--- src/rtl/instr_loader_pkg.sv ---
// Shared types for the instruction loader. The CSUM state exists only when
// INSTR_LOADER_CHECKSUM_EN is defined.
package instr_loader_pkg;

  localparam int BYTES_PER_WORD = 4;

  typedef enum logic [2:0] {
    IDLE = 3'd0,
    LEN  = 3'd1,
    DATA = 3'd2,
`ifdef INSTR_LOADER_CHECKSUM_EN
    CSUM = 3'd3,
`endif
    DONE = 3'd4,
    ERR  = 3'd5
  } state_t;

endpackage

--- src/rtl/instr_loader_word_assembler.sv ---
// Little-endian byte-to-word shifter with a 2-bit wrapping byte counter.
// word_next/last are combinational so the loader can act on the 4th byte's edge.
module word_assembler
  import instr_loader_pkg::*;
(
  input  logic                        clk,
  input  logic                        rst,
  input  logic                        clr,
  input  logic                        accept,
  input  logic                        emit,
  input  logic [7:0]                  byte_data,
  output logic [8*BYTES_PER_WORD-1:0] word_next,
  output logic                        last,
  output logic                        word_valid
);

  localparam int W = 8 * BYTES_PER_WORD;

  logic [1:0]   cnt_reg;
  logic [W-1:0] shift_reg;

  // Newest byte enters at the top, so the first byte ends up in bits [7:0].
  assign word_next = {byte_data, shift_reg[W-1:8]};
  assign last      = accept && (cnt_reg == 2'd3);

  always_ff @(posedge clk or posedge rst) begin
    if (rst) begin
      cnt_reg    <= 2'd0;
      shift_reg  <= '0;
      word_valid <= 1'b0;
    end else begin
      word_valid <= last && emit;
      if (clr) begin
        cnt_reg   <= 2'd0;
        shift_reg <= '0;
      end else if (accept) begin
        cnt_reg   <= cnt_reg + 2'd1;
        shift_reg <= word_next;
      end
    end
  end

endmodule

--- src/rtl/instr_loader.sv ---
// Streams a length-prefixed program into instruction memory while holding the CPU.
// Optional trailing XOR checksum byte is enabled by INSTR_LOADER_CHECKSUM_EN.
module instr_loader
  import instr_loader_pkg::*;
#(
  parameter int                       ADDRESS_WIDTH = 32,
  parameter int                       DATA_WIDTH    = 32,
  parameter int                       DEPTH_WORDS   = 256,
  parameter logic [ADDRESS_WIDTH-1:0] BASE_ADDR     = '0
) (
  input  logic                     clk,
  input  logic                     rst,
  input  logic                     start,
  input  logic                     byte_valid,
  input  logic [7:0]               byte_data,
  output logic                     byte_ready,
  output logic                     mem_we,
  output logic [ADDRESS_WIDTH-1:0] mem_addr,
  output logic [DATA_WIDTH-1:0]    mem_wdata,
  output logic                     cpu_hold,
  output logic                     done,
  output logic                     err
);

  localparam int KW = $clog2(DEPTH_WORDS + 1);

  state_t                      state;
  logic [KW-1:0]               word_idx;
  logic [KW-1:0]               word_cnt;
  logic [KW-1:0]               idx_inc;
  logic                        accept;
  logic                        start_ok;
  logic                        last;
  logic [8*BYTES_PER_WORD-1:0] word_next;
`ifdef INSTR_LOADER_CHECKSUM_EN
  logic [7:0]                  csum_reg;
`endif

  assign accept   = byte_valid && byte_ready;
  assign start_ok = start && (state == IDLE || state == DONE || state == ERR);
  assign idx_inc  = word_idx + KW'(1);

  // The assembler's registered word_valid is exactly the one-cycle write strobe.
  word_assembler u_asm (
    .clk        (clk),
    .rst        (rst),
    .clr        (start_ok),
    .accept     (accept),
    .emit       (state == DATA),
    .byte_data  (byte_data),
    .word_next  (word_next),
    .last       (last),
    .word_valid (mem_we)
  );

  always_ff @(posedge clk or posedge rst) begin
    if (rst) begin
      state      <= IDLE;
      byte_ready <= 1'b0;
      mem_addr   <= '0;
      mem_wdata  <= '0;
      done       <= 1'b0;
      err        <= 1'b0;
      cpu_hold   <= 1'b1;
      word_idx   <= '0;
      word_cnt   <= '0;
`ifdef INSTR_LOADER_CHECKSUM_EN
      csum_reg   <= 8'h00;
`endif
    end else begin
      case (state)
        IDLE, DONE, ERR: begin
          if (start) begin
            state      <= LEN;
            byte_ready <= 1'b1;
            done       <= 1'b0;
            err        <= 1'b0;
            cpu_hold   <= 1'b1;
            word_idx   <= '0;
`ifdef INSTR_LOADER_CHECKSUM_EN
            csum_reg   <= 8'h00;
`endif
          end
        end

        LEN: begin
          if (last) begin
            if (word_next == '0) begin
`ifdef INSTR_LOADER_CHECKSUM_EN
              state      <= CSUM;
`else
              state      <= DONE;
              byte_ready <= 1'b0;
              done       <= 1'b1;
              cpu_hold   <= 1'b0;
`endif
            end else if (word_next > DEPTH_WORDS) begin
              state      <= ERR;
              byte_ready <= 1'b0;
              err        <= 1'b1;
            end else begin
              state    <= DATA;
              word_cnt <= word_next[KW-1:0];
            end
          end
        end

        DATA: begin
`ifdef INSTR_LOADER_CHECKSUM_EN
          if (accept) csum_reg <= csum_reg ^ byte_data;
`endif
          if (last) begin
            mem_addr  <= BASE_ADDR + (ADDRESS_WIDTH'(word_idx) << 2);
            mem_wdata <= word_next;
            word_idx  <= idx_inc;
            if (idx_inc == word_cnt) begin
`ifdef INSTR_LOADER_CHECKSUM_EN
              state      <= CSUM;
`else
              state      <= DONE;
              byte_ready <= 1'b0;
              done       <= 1'b1;
              cpu_hold   <= 1'b0;
`endif
            end
          end
        end

`ifdef INSTR_LOADER_CHECKSUM_EN
        CSUM: begin
          if (accept) begin
            byte_ready <= 1'b0;
            if (byte_data == csum_reg) begin
              state    <= DONE;
              done     <= 1'b1;
              cpu_hold <= 1'b0;
            end else begin
              state <= ERR;
              err   <= 1'b1;
            end
          end
        end
`endif

        default: begin
          state      <= IDLE;
          byte_ready <= 1'b0;
        end
      endcase
    end
  end

endmodule

--- config.mk ---
export PLATFORM = sky130hd
export DESIGN_NAME = instr_loader
export DESIGN_NICKNAME = d
export VERILOG_FILES = /design/src/rtl/instr_loader_pkg.sv /design/src/rtl/instr_loader_word_assembler.sv /design/src/rtl/instr_loader.sv
export SDC_FILE = /design/constraint.sdc
export NUM_CORES = 1
export LEC_CHECK = 0
export CAP_MARGIN = 20
export CORE_UTILIZATION = 55
export CTS_CLUSTER_SIZE = 10
export DETAILED_ROUTE_END_ITERATION = 8
export HOLD_SLACK_MARGIN = 0.05
export PLACE_DENSITY = 0.83
export RECOVER_POWER = 100
export SLEW_MARGIN = 20
export SYNTH_ARGS = -nofsm -noshare
export SYNTH_HDL_FRONTEND = slang
export SYNTH_HIERARCHICAL = 1
export SYNTH_SLANG_ARGS = --single-unit
--- constraint.sdc ---
create_clock -name clk -period 4.3 [get_ports clk]
set_input_delay 0.86 -clock clk [delete_from_list [all_inputs] [get_ports clk]]
set_output_delay 0.86 -clock clk [all_outputs]
set_load 0.1 [all_outputs]
==> key figures <==
Timing
  • Slew Limit Fails: 74
  • TNS Setup: 0 ps
  • Number of failing setup endpoints in the final timing report: 0
  • Setup WS post-layout: 956.5 ps
  • Highest clock rate: 0.2991 GHz
  • Worst-Margin Slew: 1913 ps
  • RSZ-0062 raised after global routing: false
  • Final Hold Violating Endpoints: 0
  • Slew Limit Headroom: -27.52%
  • Final Cycle Share: 77.76%
  • Fin Clk Skew: 7.771 ps
  • Minimum clock period after layout: 3344 ps

Layout
  • Number of inserted filler cells in the final layout: 588
  • Finished Layout Cells: 526
  • Number of antenna diodes: 0
  • Share of post-route cells with drive strength above 1: 17.69%
  • Flip-flop count of the largest register after layout: 32
  • Utilization after layout: 65.40%
  • Area growth from synthesis to layout: 14.94%
  • Final net count: 433

Clock network
  • Number of gates given a new drive strength after cts: 0
  • Clock latency of the later-clocked register in the worst-skew pair: 370 ps
  • Maximum level of the CTS H-tree: 3
  • Clock edge transition at the registers on the reported setup and hold paths: 90 ps
  • Clock tree from TritonCTS: yes
  • Number of buffers added by the clock tree synthesis step: 9
  • Cell chosen for the clock root: sky130_fd_sc_hd__clkbuf_8
  • Cts-stage hold buffer count: 0
  • Max clock buf depth: 2
  • Setup Fix Bufs, Post-CTS: 0
  • Number of clock sinks: 93

Yosys
  • Total number of yosys warnings: 6
  • Post-Synth XOR/XNOR Area: 2.789%
  • Distinct cells, synth: 50
  • Flip-flop and latch count after synthesis: 93
  • Multiplexer share of the synthesized area: 18.73%
  • Mapped cell area: 0.004397 mm2
  • Most frequent cells after synthesis: sky130_fd_sc_hd__dfrtp_1 (92), sky130_fd_sc_hd__mux2_2 (50), sky130_fd_sc_hd__nor2_1 (34)
  • Async SR Flop Fraction: 100.0%
  • Share of the synthesized area in the top cell type: 52.36%
  • Share of synthesized area occupied by flip-flops and latches: 52.96%
  • Fraction of the mapped netlist area in compound gates: 5.464%
  • Combinational family with the most area after synthesis: multiplexers
  • Post-synth top area cell: sky130_fd_sc_hd__dfrtp_1
  • Area contributors post-synth: sky130_fd_sc_hd__dfrtp_1 (52%), sky130_fd_sc_hd__mux2_2 (13%), sky130_fd_sc_hd__mux2i_1 (5.9%), sky130_fd_sc_hd__buf_4 (5.3%), sky130_fd_sc_hd__nor2_1 (2.9%)
  • Top FF cell, synth: sky130_fd_sc_hd__dfrtp_1
  • Gate count of the mapped netlist: 372
  • Most frequent cell after synthesis: sky130_fd_sc_hd__dfrtp_1
  • Number of enable-type register cells in the synthesized netlist: 0
  • Simple-gate portion of the synthesized area: 11.16%
  • Area share of fa/ha/maj cells after synthesis: 0.5692%
  • Syn Area/Cell: 11.82 um2

Critical path
  • Crit. End Element: flop
  • Arrival time reported for the critical path endpoint: 3600 ps
  • Critical path startpoint category: input pin
  • Critical path type: input pin to flop
  • Worst endpoint required time: 4550 ps
  • Top fanout value on the critical path: 28
  • Worst reg-to-reg path cell count: 6

Route
  • 1st-iter DRT viols: 203
  • Antenna violation net count after detailed routing: 0
  • Total Wirelength: 8.665 mm
  • Post-route DRC violation count: 0
  • Vias per std cell: 5.612
  • Routed wire per std cell: 16.47 um
  • Count of vias placed by the detailed router: 2952
  • Number of iterations in the first detailed-routing pass: 4

Global routing
  • Global route overflow: 0
  • Initial antenna violation count: 0
  • Largest net degree at the start of global routing: 46
  • Number of global-route vias before repair: 2872
  • First-pass GRT wire length: 14.58 mm
  • GRT Overall Usage: 22.34%

Floorplanning
  • Horizontal die dimension: 91.41 um
  • Core outline area: 0.007727 mm2
  • # IOs: 81
  • Cell Rows: 32
  • Die footprint: 0.008356 mm2
  • Initial Util: 56.90%
  • Die Height: 91.41 um

Placed design
  • Final weighted congestion in routability-driven placement: 0.8344
  • HPWL reported at the end of detailed placement: 5.969 mm
  • Number of port buffers: 57
  • Worst Setup Slack post-DPL: 1163 ps
  • DP Cell Count: 510

Outcome
  • Failing checks: max-capacitance violations, max-slew violations
  • Run status: finished, violations left

Min path
  • Number of cells traversed by the worst hold path: 1
  • Worst min path class: flop to flop

Run
  • MaxCap Viol Count: 2
-- final timing paths --
kind                         startpoint             endpoint  slack [ps]
max reg2reg                    state[1]        mem_wdata[13]        1470
max                          byte_valid        mem_wdata[13]         960
max in group asynchronous           rst        mem_wdata[11]        1730
min reg2reg                mem_addr[10]         mem_addr[10]         500
min in group asynchronous           rst  u_asm/shift_reg[17]        1220
min                        mem_addr[10]         mem_addr[10]         500
-- layout make-up --
| cell class | instances | area [um2] | share of cell area (%) |
|---|---|---|---|
| tap | 102 | 127.6 | 2.525 |
| clock buffer | 9 | 123.9 | 2.451 |
| sequential | 93 | 2328 | 46.08 |
| clock inverter | 7 | 73.82 | 1.461 |
| timing repair buffer | 61 | 596.8 | 11.81 |
| multi-input combinational | 249 | 1784 | 35.31 |
| inverter | 5 | 18.77 | 0.3714 |
-- critical path, cell delays in order --
cell and delay, ps:
sky130_fd_sc_hd__dlygate4sd3_1 530, sky130_fd_sc_hd__and2_0 170, sky130_fd_sc_hd__and2_0 300, sky130_fd_sc_hd__nand2_1 900
sky130_fd_sc_hd__buf_4 450, sky130_fd_sc_hd__mux2_2 380
-- stage by stage --
| stage | instance area [um2] | hold WS [ps] |
|---|---|---|
| after CTS | 5069 | 511.7 |
| after detailed placement | 4871 | 493.3 |
| after global routing | 5054 | 524.2 |
| after floorplan | 4479 | 482.1 |
| after global placement | 4871 | 488.5 |
| final | 5054 | 503.4 |
-- layer usage --
metal	wire, um	track usage, %
met1	3774	30.21
met2	4238	35.15
met3	434	3.853
met4	218	10.45
met5	0	0
-- logic make-up (layout without fill, tap and decap cells) --
logic type	count (synthesis)	count (layout)
AND/OR/NAND/NOR	97	97
buffers and inverters	52	82
flip-flops	93	93
XOR/XNOR	14	14
multiplexers	76	76
adder cells (fa/ha/maj)	2	2
other	1	23
AO/OA/AOI/OAI	37	37
-- layout by cell type, fill, tap and decap left out, types with 2 or more instances in the layout --
cell type	n
sky130_fd_sc_hd__clkbuf_8	9
sky130_fd_sc_hd__and2_0	2
sky130_fd_sc_hd__dlygate4sd3_1	48
sky130_fd_sc_hd__nor4_1	9
sky130_fd_sc_hd__nand3_1	8
sky130_fd_sc_hd__conb_1	23
sky130_fd_sc_hd__ha_1	2
sky130_fd_sc_hd__nor2b_1	5
sky130_fd_sc_hd__mux2i_1	26
sky130_fd_sc_hd__o31ai_1	3
sky130_fd_sc_hd__clkinv_2	2
sky130_fd_sc_hd__nand4_1	2
sky130_fd_sc_hd__xor2_1	5
sky130_fd_sc_hd__nand2b_1	3
sky130_fd_sc_hd__buf_4	3
sky130_fd_sc_hd__o21ai_0	13
sky130_fd_sc_hd__dfrtp_1	92
sky130_fd_sc_hd__a41oi_1	2
sky130_fd_sc_hd__a31oi_1	2
sky130_fd_sc_hd__inv_1	5
sky130_fd_sc_hd__mux2_2	50
sky130_fd_sc_hd__nor2_1	35
sky130_fd_sc_hd__clkdlybuf4s50_1	9
sky130_fd_sc_hd__xnor2_1	9
sky130_fd_sc_hd__a21oi_1	6
sky130_fd_sc_hd__nor3_1	3
sky130_fd_sc_hd__inv_6	2
sky130_fd_sc_hd__nand2_1	19
Power is left out: the tool's default activity adds up to more than one toggle a clock period on the data nets, which glitch-free logic cannot reach.
